[config.mk]
export PLATFORM = sky130hd
export DESIGN_NAME = riscv_fetch_btb
export DESIGN_NICKNAME = d
export VERILOG_FILES = /design/src/rtl/riscv_fetch_btb.sv
export SDC_FILE = /design/constraint.sdc
export NUM_CORES = 2
export LEC_CHECK = 0
export CAP_MARGIN = 20
export CORE_ASPECT_RATIO = 1.75
export CORE_MARGIN = 2
export CORE_UTILIZATION = 60
export DETAILED_ROUTE_END_ITERATION = 8
export PLACE_DENSITY = 0.85
export SYNTH_ARGS = -nofsm -noshare
export SYNTH_HDL_FRONTEND = slang
export SYNTH_SLANG_ARGS = --single-unit
[constraint.sdc]
create_clock -name clk -period 4.22 [get_ports clk]
set_clock_uncertainty 0.1 [all_clocks]
set_input_delay 0.844 -clock clk [delete_from_list [all_inputs] [get_ports clk]]
set_output_delay 0.844 -clock clk [all_outputs]
set_load 0.02 [all_outputs]
[src/rtl/riscv_fetch_btb.sv]
// ============================================================================
// riscv_fetch_btb : RISC-V fetch stage with a direct-mapped branch target buffer
// Revision 1.0
// ============================================================================
`default_nettype none

module riscv_fetch_btb #(
    parameter int              XLEN        = 32,
    parameter int              BTB_ENTRIES = 16,
    parameter logic [XLEN-1:0] RESET_PC    = '0
) (
    input  logic            clk,
    input  logic            rst_n,
    input  logic            stall_i,
    input  logic            redirect_valid_i,
    input  logic [XLEN-1:0] redirect_pc_i,
    input  logic            upd_valid_i,
    input  logic [XLEN-1:0] upd_pc_i,
    input  logic            upd_taken_i,
    input  logic [XLEN-1:0] upd_target_i,
    output logic            imem_req_o,
    output logic [XLEN-1:0] imem_addr_o,
    input  logic            imem_ready_i,
    input  logic [31:0]     imem_rdata_i,
    output logic            instr_valid_o,
    output logic [31:0]     instr_o,
    output logic [XLEN-1:0] pc_o,
    output logic [XLEN-1:0] pcplus4_o,
    output logic            pred_taken_o,
    output logic [XLEN-1:0] pred_target_o
);

    localparam int IW = $clog2(BTB_ENTRIES);
    localparam int TW = XLEN - IW - 2;

    logic [XLEN-1:0]        pc_q, pc_d;
    logic                   instr_valid_q;
    logic [31:0]            instr_q;
    logic [XLEN-1:0]        pc_out_q;
    logic [XLEN-1:0]        pcplus4_q;
    logic                   pred_taken_q;
    logic [XLEN-1:0]        pred_target_q;

    logic [BTB_ENTRIES-1:0] valid_q;
    logic [1:0]             cnt_q [BTB_ENTRIES];
    logic [TW-1:0]          tag_q [BTB_ENTRIES];
    logic [XLEN-1:0]        tgt_q [BTB_ENTRIES];

    logic [IW-1:0]          lk_idx;
    logic [TW-1:0]          lk_tag;
    logic                   lk_hit;
    logic                   lk_taken;
    logic [XLEN-1:0]        lk_target;
    logic [XLEN-1:0]        pc_plus4;
    logic [XLEN-1:0]        next_pc;

    logic [IW-1:0]          up_idx;
    logic [TW-1:0]          up_tag;
    logic                   up_hit;
    logic [1:0]             up_cnt;
    logic [1:0]             up_cnt_inc;
    logic [1:0]             up_cnt_dec;
    logic                   unused_upd_lsb;

    // Lookup reads only registered state, so a same-cycle update is invisible here.
    assign lk_idx    = pc_q[IW+1:2];
    assign lk_tag    = pc_q[XLEN-1:IW+2];
    assign lk_hit    = valid_q[lk_idx] && (tag_q[lk_idx] == lk_tag);
    assign lk_taken  = lk_hit && cnt_q[lk_idx][1];
    assign lk_target = lk_taken ? tgt_q[lk_idx] : '0;
    assign pc_plus4  = pc_q + XLEN'(4);
    assign next_pc   = lk_taken ? tgt_q[lk_idx] : pc_plus4;

    assign up_idx     = upd_pc_i[IW+1:2];
    assign up_tag     = upd_pc_i[XLEN-1:IW+2];
    assign up_hit     = valid_q[up_idx] && (tag_q[up_idx] == up_tag);
    assign up_cnt     = cnt_q[up_idx];
    assign up_cnt_inc = (up_cnt == 2'b11) ? 2'b11 : up_cnt + 2'd1;
    assign up_cnt_dec = (up_cnt == 2'b00) ? 2'b00 : up_cnt - 2'd1;
    assign unused_upd_lsb = ^upd_pc_i[1:0];

    always_comb begin
        pc_d = pc_q;
        if (redirect_valid_i) begin
            pc_d = redirect_pc_i;
        end else if (!stall_i && imem_ready_i) begin
            pc_d = next_pc;
        end
    end

    always_ff @(posedge clk or negedge rst_n) begin
        if (!rst_n) begin
            pc_q          <= RESET_PC;
            instr_valid_q <= 1'b0;
            instr_q       <= '0;
            pc_out_q      <= '0;
            pcplus4_q     <= '0;
            pred_taken_q  <= 1'b0;
            pred_target_q <= '0;
        end else begin
            pc_q <= pc_d;
            if (redirect_valid_i) begin
                instr_valid_q <= 1'b0;
            end else if (!stall_i) begin
                if (imem_ready_i) begin
                    instr_valid_q <= 1'b1;
                    instr_q       <= imem_rdata_i;
                    pc_out_q      <= pc_q;
                    pcplus4_q     <= pc_plus4;
                    pred_taken_q  <= lk_taken;
                    pred_target_q <= lk_target;
                end else begin
                    instr_valid_q <= 1'b0;
                end
            end
        end
    end

    // Valid bits and counters are reset; tags and targets are masked by valid.
    always_ff @(posedge clk or negedge rst_n) begin
        if (!rst_n) begin
            valid_q <= '0;
            for (int i = 0; i < BTB_ENTRIES; i++) begin
                cnt_q[i] <= 2'b01;
            end
        end else if (upd_valid_i) begin
            if (upd_taken_i) begin
                valid_q[up_idx] <= 1'b1;
                cnt_q[up_idx]   <= up_hit ? up_cnt_inc : 2'b10;
            end else if (up_hit) begin
                cnt_q[up_idx]   <= up_cnt_dec;
            end
        end
    end

    always_ff @(posedge clk) begin
        if (upd_valid_i && upd_taken_i) begin
            tag_q[up_idx] <= up_tag;
            tgt_q[up_idx] <= upd_target_i;
        end
    end

    assign imem_req_o    = rst_n;
    assign imem_addr_o   = pc_q;
    assign instr_valid_o = instr_valid_q;
    assign instr_o       = instr_q;
    assign pc_o          = pc_out_q;
    assign pcplus4_o     = pcplus4_q;
    assign pred_taken_o  = pred_taken_q;
    assign pred_target_o = pred_target_q;

endmodule

`default_nettype wire

==> results.py <==
metrics = {
    "run_status": {
        "status": "complete, no violations",
    },
    "timing": {
        "setup_slack_ps": 43.0,
        "min_period_ps": 4180,
        "fin_setup_tns_ps": 0,
        "min_period_over_period_pct": 99.0,
        "maxSlewHeadroom_pct": 33.4,
        "slew_viol_final": 0,
        "holdWs_ps": 365,
        "hold_violations": 0,
        "worst_slew_pin_slew_ps": 991,
        "fmax_mhz": 239,
        "rsz0062_at_grt": "true",
        "setup_viol": 0,
    },
    "route": {
        "antenna_left": 0,
        "viasPerCell": 7.14,
        "routed_wl_um": 165000,
        "first_iter_violations": 4922,
        "via_count": 33800,
        "drcViolationCount": 0,
        "avgRoutedWirePerCell_um": 35.0,
        "first_pass_iters": 6,
    },
    "logic_synthesis": {
        "syn_nets": 3261,
        "synthFlopType": "edfxtp_1",
        "synth_seq_cells": 1136,
        "synth-edff-count": 928,
        "ys_seq_area_share_pct": 65.7,
        "ys_async_sr_fraction_pct": 18.3,
        "ys_warn_count": 0,
        "yosys.cell_types.count": 82,
        "syn_area_um2": 50400,
        "syn_inst": 3125,
        "syn_avg_cell_area_um2": 16.1,
    },
    "placed_design": {
        "place_area_um2": 56400,
        "io_buffers": 295,
        "gp_congestion": 1.01,
        "hpwl_um": 104000,
        "dpl_worst_slack_ps": -207,
    },
    "layout": {
        "drive_gt1_share_pct": 24.2,
        "layout_common_cells": "edfxtp_1 (928), nand2_1 (348), mux4_2 (302)",
        "area_delta_synth_final_pct": 19.4,
        "fill_cells": 4692,
        "fin_nets": 3712,
        "finalInstanceArea_um2": 60200,
        "final_common_cell": "edfxtp_1",
    },
    "floorplanning": {
        "fp.dieArea_um2": 86400,
        "fp.dieH_um": 387,
        "coreArea_um2": 83200,
        "ios": 298,
        "die_w_um": 223,
        "rows": 140,
        "initial_utilization_pct": 60.6,
    },
    "worst_setup_path": {
        "start_kind": "flop",
        "worstReg2RegStart": "imem_addr_o[2]",
        "endpoint": "imem_addr_o[2]",
        "cp.arrival_ps": 4710,
        "timing.rr.end": "imem_addr_o[2]",
        "end_kind": "flop",
        "rrSetupSlack_ps": 40,
        "crit_type": "reg -> reg",
        "path_max_fanout": 8,
        "reg2reg_depth": 13,
        "required_ps": 4750,
        "setup.worst_path.start": "imem_addr_o[2]",
    },
    "cts": {
        "cts_buffer_depth": 3,
        "cts_made_buffers": 98,
        "cts_tree": "built",
        "clkLatencyLatePin_ps": 730,
        "root_buffer": "clkbuf_16",
        "cts.sinks": 1136,
        "htree_levels": 3,
        "clkTransAtPathRegs_ps": 60,
    },
    "power": {
        "power_frac_seq_pct": 47.6,
        "p_int_mw": 19.9,
        "leakagePower_nw": 21.4,
        "ir_worst_vdd_mv": 0.452,
        "clockPowerShare_pct": 34.9,
        "power.density_nw_per_um2": 452,
        "netSwitchingPower_mw": 7.24,
        "power_frac_comb_pct": 17.4,
        "swShare_pct": 26.6,
    },
    "flow_run": {
        "maxCapViolations": 0,
    },
    "grt": {
        "busiest_layer": "met2",
        "gr-usage-met3_pct": 10.1,
        "antenna_found_initial": 8,
        "grt_max_degree": 131,
        "met2_usage_pct": 62.0,
        "grt_use_met1_pct": 44.3,
        "grt-ovfl-total": 0,
        "grt_pass1_vias": 34400,
        "grt_pass1_wl_um": 236000,
        "grt_use_total_pct": 38.6,
    },
    "hold_path": {
        "hp-class": "reg -> reg",
    },
}
repair_timing:
item / in CTS / in global routing
hold buffers: 1 / 0
endpoints found under the setup margin: 11 / 39
pin swaps: 0 / 8
hold endpoints to repair: 3 / 0
resized for setup: 4 / 25
setup buffers: 2 / 13
cloned: 0 / 3
how the worst min path moves through the flow:
stage | from | to | slack, ps | cells after the start
after floorplan | imem_addr_o[0] | pc_o[0] | 360 | 2
after global placement | pred_target_o[29] | pred_target_o[29] | 350 | 2
after detailed placement | pred_target_o[8] | pred_target_o[8] | 350 | 2
after CTS | pred_target_o[8] | pred_target_o[8] | 370 | 2
after global routing | instr_o[4] | instr_o[4] | 390 | 2
final | pred_target_o[8] | pred_target_o[8] | 360 | 2
flip-flops by register name, summed over array words and instances (netlist names):
| register | count |
|---|---|
| pred_target_o | 32 |
| instr_o | 32 |
| instr_valid_o | 1 |
| tgt_q | 512 |
| pc_o | 32 |
| valid_q | 16 |
| tag_q | 416 |
| pred_taken_o | 1 |
| imem_addr_o | 32 |
| pcplus4_o | 30 |
| cnt_q | 32 |
power by group through the flow:
stage	sequential, mW	combinational [mW]	clock, mW
CTS	12.9	4.55	9.52
floorplan	13.2	2.32	0
global route	13.0	4.91	9.88
global placement	13.1	4.36	0
detailed placement	13.2	4.45	0
finish	12.9	4.74	9.49
critical path, cell delays in order (launching register included):
cell and delay [ps]:
dfrtp_4 560, buf_4 160, mux4_2 470, nand2b_1 160
a22oi_2 300, buf_4 200, xnor2_2 80, or4b_4 520
or4_4 450, nor4_4 420, buf_4 220, nand4b_1 120
o311ai_2 130, buf_4 210
area by class of cell:
type	instances	area (um^2)	area share, %
antenna	1	2.50	0.00416
inverter	37	140	0.233
sequential	1136	33100	55.0
clock buffer	128	2730	4.53
timing repair buffer	576	5890	9.79
clock inverter	57	659	1.10
tap	1065	1330	2.21
multi-input combinational	1727	16300	27.1
metrics by stage:
step | instances | total power, mW | util, %
after CTS | 4711 | 27.0 | 71.9
after global placement | 4523 | 17.5 | 67.8
final | 4727 | 27.2 | 72.3
after floorplan | 3125 | 15.6 | -
after detailed placement | 4523 | 17.6 | 67.8
after global routing | 4726 | 27.7 | 72.3
layer usage:
metal	part of all wire [%]	routed length, um
met3	12	20500
met4	8.5	14100
met2	48	79800
met5	0.088	146
met1	31	51000
cell usage after synthesis, types with 5 or more instances:
master / number / area share [%]
xnor2_1: 58 / 1.0
xor2_1: 38 / 0.66
nand3_1: 55 / 0.55
and2_1: 24 / 0.30
a21boi_0: 13 / 0.19
nand4_1: 15 / 0.19
mux2i_1: 203 / 4.0
nor4_1: 9 / 0.11
a22o_1: 14 / 0.24
o22ai_1: 20 / 0.25
buf_2: 32 / 0.32
nor2b_1: 11 / 0.14
o21ai_0: 37 / 0.37
buf_4: 36 / 0.54
and4_1: 5 / 0.087
nor3_1: 33 / 0.33
a31oi_1: 8 / 0.099
a221o_1: 23 / 0.46
mux2_2: 39 / 0.87
mux4_2: 302 / 13
a21oi_1: 80 / 0.79
a22oi_1: 26 / 0.39
clkbuf_1: 120 / 0.89
buf_6: 15 / 0.34
nand2b_1: 15 / 0.19
a221oi_1: 28 / 0.49
a2bb2oi_1: 5 / 0.087
o211ai_1: 8 / 0.12
edfxtp_1: 928 / 55
dfrtp_1: 192 / 9.5
inv_1: 33 / 0.25
a211oi_1: 18 / 0.27
nand2_1: 350 / 2.6
nor2_1: 145 / 1.1
or2_2: 25 / 0.31
a311oi_1: 30 / 0.52
and3_1: 17 / 0.21
dfstp_2: 16 / 0.83
buf_1: 19 / 0.14
nor3b_1: 5 / 0.074
or3_1: 9 / 0.11
kinds of logic after synthesis:
family,Yosys count,synth area share [%]
AOI/OAI and AO/OA,352,5.04
xor gates and xnor gates,96,1.67
muxes,545,18.4
and+or+nand+nor,733,6.58
buffers and inverters,262,2.58
adders and majority gates,1,0.0248
DFF,1136,65.7
Power figures use the tool's default switching activity.
